[src/rtl/prio_fifo_pkg.sv]
// Shared widths and helpers for the multi-priority FIFO.
package prio_fifo_pkg;

    // Default configuration used by the top level
    localparam int DEF_DATA_WIDTH  = 16;
    localparam int DEF_PRIO_NUM    = 4;
    localparam int DEF_QADDR_WIDTH = 3;

    // Widths derived from the default configuration
    localparam int PRIO_WIDTH      = $clog2(DEF_PRIO_NUM);
    localparam int PTR_WIDTH       = DEF_QADDR_WIDTH + 1;
    localparam int RAM_ADDR_WIDTH  = PRIO_WIDTH + DEF_QADDR_WIDTH;

    // Index of the lowest set bit (0 when no bit is set)
    function automatic int unsigned lowest_set(input logic [31:0] v);
        int unsigned idx;
        idx = 0;
        for (int i = 31; i >= 0; i--) begin
            if (v[i]) idx = i;
        end
        return idx;
    endfunction

endpackage

[src/rtl/sdp_ram.sv]
// Single-clock simple dual-port RAM with a registered read port.
module sdp_ram #(
    parameter int ADDR_WIDTH = 5,
    parameter int DATA_WIDTH = 16
) (
    input  logic                  clk,
    input  logic                  wr_en,
    input  logic [ADDR_WIDTH-1:0] wr_addr,
    input  logic [DATA_WIDTH-1:0] wr_data,
    input  logic                  rd_en,
    input  logic [ADDR_WIDTH-1:0] rd_addr,
    output logic [DATA_WIDTH-1:0] rd_data
);

    logic [DATA_WIDTH-1:0] mem [2**ADDR_WIDTH];
    logic [DATA_WIDTH-1:0] rd_data_q;

    // Write port; contents are never cleared
    always_ff @(posedge clk) begin
        if (wr_en) mem[wr_addr] <= wr_data;
    end

    // Registered read port, holds its value when not reading
    always_ff @(posedge clk) begin
        if (rd_en) rd_data_q <= mem[rd_addr];
    end

    assign rd_data = rd_data_q;

endmodule

[src/rtl/prio_fifo_ram.sv]
// Multi-priority FIFO: per-priority circular queues sharing one SDP RAM,
// dequeue always serves the lowest-index non-empty queue.
module prio_fifo_ram
    import prio_fifo_pkg::*;
#(
    parameter int DATA_WIDTH  = DEF_DATA_WIDTH,
    parameter int PRIO_NUM    = DEF_PRIO_NUM,
    parameter int QADDR_WIDTH = DEF_QADDR_WIDTH
) (
    input  logic                        clk,
    input  logic                        rst,
    input  logic                        wr_en,
    input  logic [$clog2(PRIO_NUM)-1:0] wr_prio,
    input  logic [DATA_WIDTH-1:0]       wr_data,
    output logic                        wr_drop,
    input  logic                        rd_en,
    output logic                        rd_valid,
    output logic [DATA_WIDTH-1:0]       rd_data,
    output logic [$clog2(PRIO_NUM)-1:0] rd_prio,
    output logic [PRIO_NUM-1:0]         q_empty,
    output logic [PRIO_NUM-1:0]         q_full
);

    localparam int PW  = $clog2(PRIO_NUM);
    localparam int PTW = QADDR_WIDTH + 1;
    localparam int AW  = PW + QADDR_WIDTH;

    logic [PTW-1:0] wptr_q [PRIO_NUM];
    logic [PTW-1:0] wptr_d [PRIO_NUM];
    logic [PTW-1:0] rptr_q [PRIO_NUM];
    logic [PTW-1:0] rptr_d [PRIO_NUM];

    logic            rd_valid_q, rd_valid_d;
    logic [PW-1:0]   rd_prio_q, rd_prio_d;
    logic            wr_drop_q, wr_drop_d;

    logic [PRIO_NUM-1:0]   empty, full;
    logic                  do_wr, do_rd;
    logic [PW-1:0]         sel;
    logic [AW-1:0]         ram_waddr, ram_raddr;
    logic [DATA_WIDTH-1:0] ram_rdata;

    // Per-queue flags from the current (pre-edge) pointers
    always_comb begin
        empty = '0;
        full  = '0;
        for (int i = 0; i < PRIO_NUM; i++) begin
            empty[i] = (wptr_q[i] == rptr_q[i]);
            full[i]  = (wptr_q[i][PTW-1] != rptr_q[i][PTW-1]) &&
                       (wptr_q[i][PTW-2:0] == rptr_q[i][PTW-2:0]);
        end
    end

    assign q_empty = empty;
    assign q_full  = full;

    // Accept/select decisions, RAM addresses and next-state values
    always_comb begin
        do_wr     = wr_en && !full[wr_prio] && !rst;
        do_rd     = rd_en && (~empty != '0) && !rst;
        sel       = PW'(lowest_set(32'(~empty)));
        ram_waddr = {wr_prio, wptr_q[wr_prio][QADDR_WIDTH-1:0]};
        ram_raddr = {sel, rptr_q[sel][QADDR_WIDTH-1:0]};
        for (int i = 0; i < PRIO_NUM; i++) begin
            wptr_d[i] = wptr_q[i];
            rptr_d[i] = rptr_q[i];
        end
        if (do_wr) wptr_d[wr_prio] = wptr_q[wr_prio] + PTW'(1);
        if (do_rd) rptr_d[sel]     = rptr_q[sel] + PTW'(1);
        rd_valid_d = do_rd;
        rd_prio_d  = do_rd ? sel : rd_prio_q;
        wr_drop_d  = wr_en && full[wr_prio] && !rst;
    end

    // Pointer and output-register state
    always_ff @(posedge clk) begin
        if (rst) begin
            for (int i = 0; i < PRIO_NUM; i++) begin
                wptr_q[i] <= '0;
                rptr_q[i] <= '0;
            end
            rd_valid_q <= 1'b0;
            rd_prio_q  <= '0;
            wr_drop_q  <= 1'b0;
        end else begin
            for (int i = 0; i < PRIO_NUM; i++) begin
                wptr_q[i] <= wptr_d[i];
                rptr_q[i] <= rptr_d[i];
            end
            rd_valid_q <= rd_valid_d;
            rd_prio_q  <= rd_prio_d;
            wr_drop_q  <= wr_drop_d;
        end
    end

    sdp_ram #(
        .ADDR_WIDTH (AW),
        .DATA_WIDTH (DATA_WIDTH)
    ) u_ram (
        .clk     (clk),
        .wr_en   (do_wr),
        .wr_addr (ram_waddr),
        .wr_data (wr_data),
        .rd_en   (do_rd),
        .rd_addr (ram_raddr),
        .rd_data (ram_rdata)
    );

    // RAM output register is not reset, so present zero outside valid cycles
    assign rd_data  = rd_valid_q ? ram_rdata : '0;
    assign rd_valid = rd_valid_q;
    assign rd_prio  = rd_prio_q;
    assign wr_drop  = wr_drop_q;

endmodule

[config.mk]
export PLATFORM = sky130hd
export DESIGN_NAME = prio_fifo_ram
export DESIGN_NICKNAME = d
export VERILOG_FILES = /design/src/rtl/prio_fifo_pkg.sv /design/src/rtl/sdp_ram.sv /design/src/rtl/prio_fifo_ram.sv
export SDC_FILE = /design/constraint.sdc
export NUM_CORES = 1
export LEC_CHECK = 0
export ABC_AREA = 1
export CAP_MARGIN = 30
export CORE_AREA = 2 2 298 300
export DETAILED_ROUTE_END_ITERATION = 12
export DIE_AREA = 0 0 300 302
export HOLD_SLACK_MARGIN = 0.05
export PLACE_DENSITY = 0.49
export SETUP_SLACK_MARGIN = 0.3
export SYNTH_ARGS = -nofsm -noshare
export SYNTH_HDL_FRONTEND = slang
export SYNTH_SLANG_ARGS = --single-unit
[constraint.sdc]
create_clock -name clk -period 5.35 [get_ports clk]
set_clock_uncertainty 0.15 [all_clocks]
set_input_delay 0.8025 -clock clk [delete_from_list [all_inputs] [get_ports clk]]
set_output_delay 0.8025 -clock clk [all_outputs]
set_load 0.01 [all_outputs]
==> impl_metrics.py <==
metrics = {
    "run_status": {
        "outcome": "finished, final reports clean",
    },
    "layout": {
        "synthToLayoutAreaGrowth_pct": 14.0,
        "fillerInstances": 8892,
        "antenna_cells": 0,
        "drive_gt1_frac": 0.0701,
        "design.final.nets": 2659,
    },
    "clock_network": {
        "clock_tree_from_tritoncts": "built",
        "worst_skew_pair.late_latency_ns": 0.63,
        "clockRootBuffer": "sky130_fd_sc_hd__clkbuf_16",
        "cts_max_level": 2,
        "hold_buffer_count_at_cts": 0,
        "cts_buffers": 60,
        "clk_path_buf_depth": 3,
        "clkSinkCount": 564,
        "post_cts_resize_count": 0,
        "clkTransAtPathRegs_ns": 0.06,
        "cts.repair_timing.setup_buffer_count": 0,
    },
    "synthesis": {
        "netlist-cell-type-count": 41,
        "post-synth-top-area-cell": "sky130_fd_sc_hd__edfxtp_1",
        "synth_top_cells_by_count": "sky130_fd_sc_hd__inv_1, sky130_fd_sc_hd__edfxtp_1, sky130_fd_sc_hd__nand3_1, sky130_fd_sc_hd__nand2_1, sky130_fd_sc_hd__nand4_1",
        "synth_edf_count": 528,
        "ys_async_sr_fraction": 0,
        "synthTopCellsByArea": "sky130_fd_sc_hd__edfxtp_1, sky130_fd_sc_hd__nand3_1, sky130_fd_sc_hd__inv_1, sky130_fd_sc_hd__nand4_1, sky130_fd_sc_hd__nand2_1",
        "netlist_instances": 2627,
        "synth.top_cell.area_share": 0.611,
        "postSynth.topFlopCell": "sky130_fd_sc_hd__edfxtp_1",
        "yosys_warnings": 0,
        "mappedNetlistNets": 2654,
        "ys_seq_area_frac": 0.638,
        "synthesized_area_sq_mm": 0.0260,
        "yosys.cell_count.top_type": "sky130_fd_sc_hd__inv_1",
        "synthesis.area_per_instance_sq_um": 9.88,
        "synth_seq_cells": 564,
    },
    "timing": {
        "hold_viol_final": 0,
        "final.period_utilization": 0.772,
        "timing.max_slew.rel_slack": 0.335,
        "fin_setup_tns_ns": 0,
        "report.final.slew_viol_count": 0,
        "fmax_ghz": 0.242,
        "fin_crit_ns": 4.13,
        "setup-violations-final": 0,
        "worst_pin_slew_ns": 0.998,
        "setup_repair_after_global_routing_missed_its_margin": "no",
    },
    "route": {
        "routed_via_count_divided_by_cell_count": 4.84,
        "via_count": 18600,
        "drt_iter0_drc": 1823,
        "drc": 0,
        "detail_route.first_pass.iterations": 5,
        "wl_per_cell_um": 19.9,
        "drt-total-wl_um": 76500,
        "drtAntennaViolNets": 0,
    },
    "critical_path": {
        "setup.worst_path.start_class": "flip-flop",
        "crit_path_end_kind": "flip-flop",
        "critical_path_required_ns": 5.69,
        "cp_data_arrival_time_ns": 4.47,
        "worst-setup-path-type": "reg -> reg",
        "crit_path_max_fanout": 65,
    },
    "floorplan": {
        "die-height_um": 302,
        "die_area_sq_mm": 0.0906,
        "placementRows": 109,
        "floorplan.core_area_sq_mm": 0.0876,
        "initial_utilization": 0.297,
        "design.portCount": 50,
        "die-width_um": 300,
    },
    "place": {
        "dp_hpwl_um": 43700,
        "routabilityCongestion": 0.866,
        "io_buffer_count": 49,
    },
    "grt": {
        "all_layer_gr_usage": 0.168,
        "globalRoute.totalOverflow": 0,
        "global_route_wire_length_before_repair_um": 116000,
        "pin_count_of_the_biggest_net_entering_global_routing": 167,
        "vias_in_the_first_global_route": 18100,
        "grt_antenna_before_repair": 3,
    },
    "flow_run": {
        "max_cap_viol_count": 0,
    },
    "worst_hold_path": {
        "min-delay-path-class": "reg -> reg",
    },
}
[layout by cell type (no fill, tap or decap), drive strengths merged, types with 5 or more instances in the layout]
cell type | Yosys | layout
inv | 624 | 628
edfxtp | 528 | 528
nand3 | 471 | 471
nand2 | 411 | 411
nand4 | 258 | 258
clkbuf | 64 | 79
buf | 99 | 57
nor2 | 54 | 54
clkdlybuf4s50 | 0 | 49
dfxtp | 36 | 36
o21ai | 28 | 28
clkinv | 2 | 25
a21oi | 21 | 21
o31ai | 8 | 8
ha | 5 | 5
[final timing paths]
kind | from | end | slack, ns | cells past startpoint
hold / removal | wptr_q[2][3] | wptr_q[2][3] | 0.34 | 2
hold reg to reg | wptr_q[2][3] | wptr_q[2][3] | 0.34 | 2
setup / recovery | rptr_q[3][1] | u_ram.rd_data[13] | 1.22 | 19
setup reg to reg | rptr_q[3][1] | u_ram.rd_data[13] | 1.22 | 19
[final cells by class]
class / count / area [sq um] / share of cell area
Tap cell: 1165 / 1460 / 0.0492
Multi-Input combinational cell: 1274 / 6380 / 0.215
Timing Repair Buffer: 106 / 1020 / 0.0344
Clock buffer: 79 / 1570 / 0.0531
Sequential cell: 564 / 16600 / 0.560
Clock inverter: 32 / 241 / 0.00816
Inverter: 626 / 2360 / 0.0798
[per-stage QoR]
step                      area, sq um   util  cells  setup WS, ns  hold WS [ns]
after global routing            29600  0.338   3846         0.947         0.358
after CTS                       29600  0.338   3846          1.21         0.339
after floorplan                 26000      -   2627          2.29         0.298
final                           29600  0.338   3846          1.22         0.336
after global placement          27800  0.317   3735          1.21         0.330
after detailed placement        27800  0.317   3735          1.24         0.331
[routing by layer]
layer	vias to the layer above	part of all wire	wire length, um	track usage
met5	-	0	0	0
met4	0	0.023	1750	0.0467
met3	94	0.065	4950	0.0283
met2	563	0.46	35000	0.270
met1	9144	0.45	34700	0.236
li1	8813	-	-	-
[worst max-delay path, cell delays in order, from the launching register on]
cell	delay (ns)
sky130_fd_sc_hd__dfxtp_1	0.36
sky130_fd_sc_hd__inv_1	0.08
sky130_fd_sc_hd__nand2_1	0.06
sky130_fd_sc_hd__nand2_1	0.04
sky130_fd_sc_hd__nor2_1	0.22
sky130_fd_sc_hd__nand2_1	0.12
sky130_fd_sc_hd__nand2_1	0.12
sky130_fd_sc_hd__nand2_1	0.06
sky130_fd_sc_hd__nand2_1	0.17
sky130_fd_sc_hd__nand2_2	0.10
sky130_fd_sc_hd__inv_2	0.40
sky130_fd_sc_hd__a21oi_4	0.14
sky130_fd_sc_hd__inv_4	0.70
sky130_fd_sc_hd__buf_12	0.36
sky130_fd_sc_hd__nand3_1	0.16
sky130_fd_sc_hd__nand3_1	0.16
sky130_fd_sc_hd__nand3_1	0.20
sky130_fd_sc_hd__nand2_1	0.13
sky130_fd_sc_hd__inv_1	0.13
sky130_fd_sc_hd__nand2_1	0.09
[logic make-up after synthesis]
family	share of synthesized area
AND/OR/NAND/NOR	0.224
buffers and inverters	0.119
flip-flops	0.638
AO/OA/AOI/OAI	0.0154
adder cells (fa/ha/maj)	0.00241
XOR/XNOR	0.00135
[registers in the layout, indices dropped and copies added (netlist names)]
name           cells
wptr_q            16
rd_prio            2
u_ram.mem        512
wr_drop            1
rptr_q            16
rd_valid           1
u_ram.rd_data     16
Power is left out: the tool's default activity adds up to more than one toggle a clock period on the data nets, which glitch-free logic cannot reach.
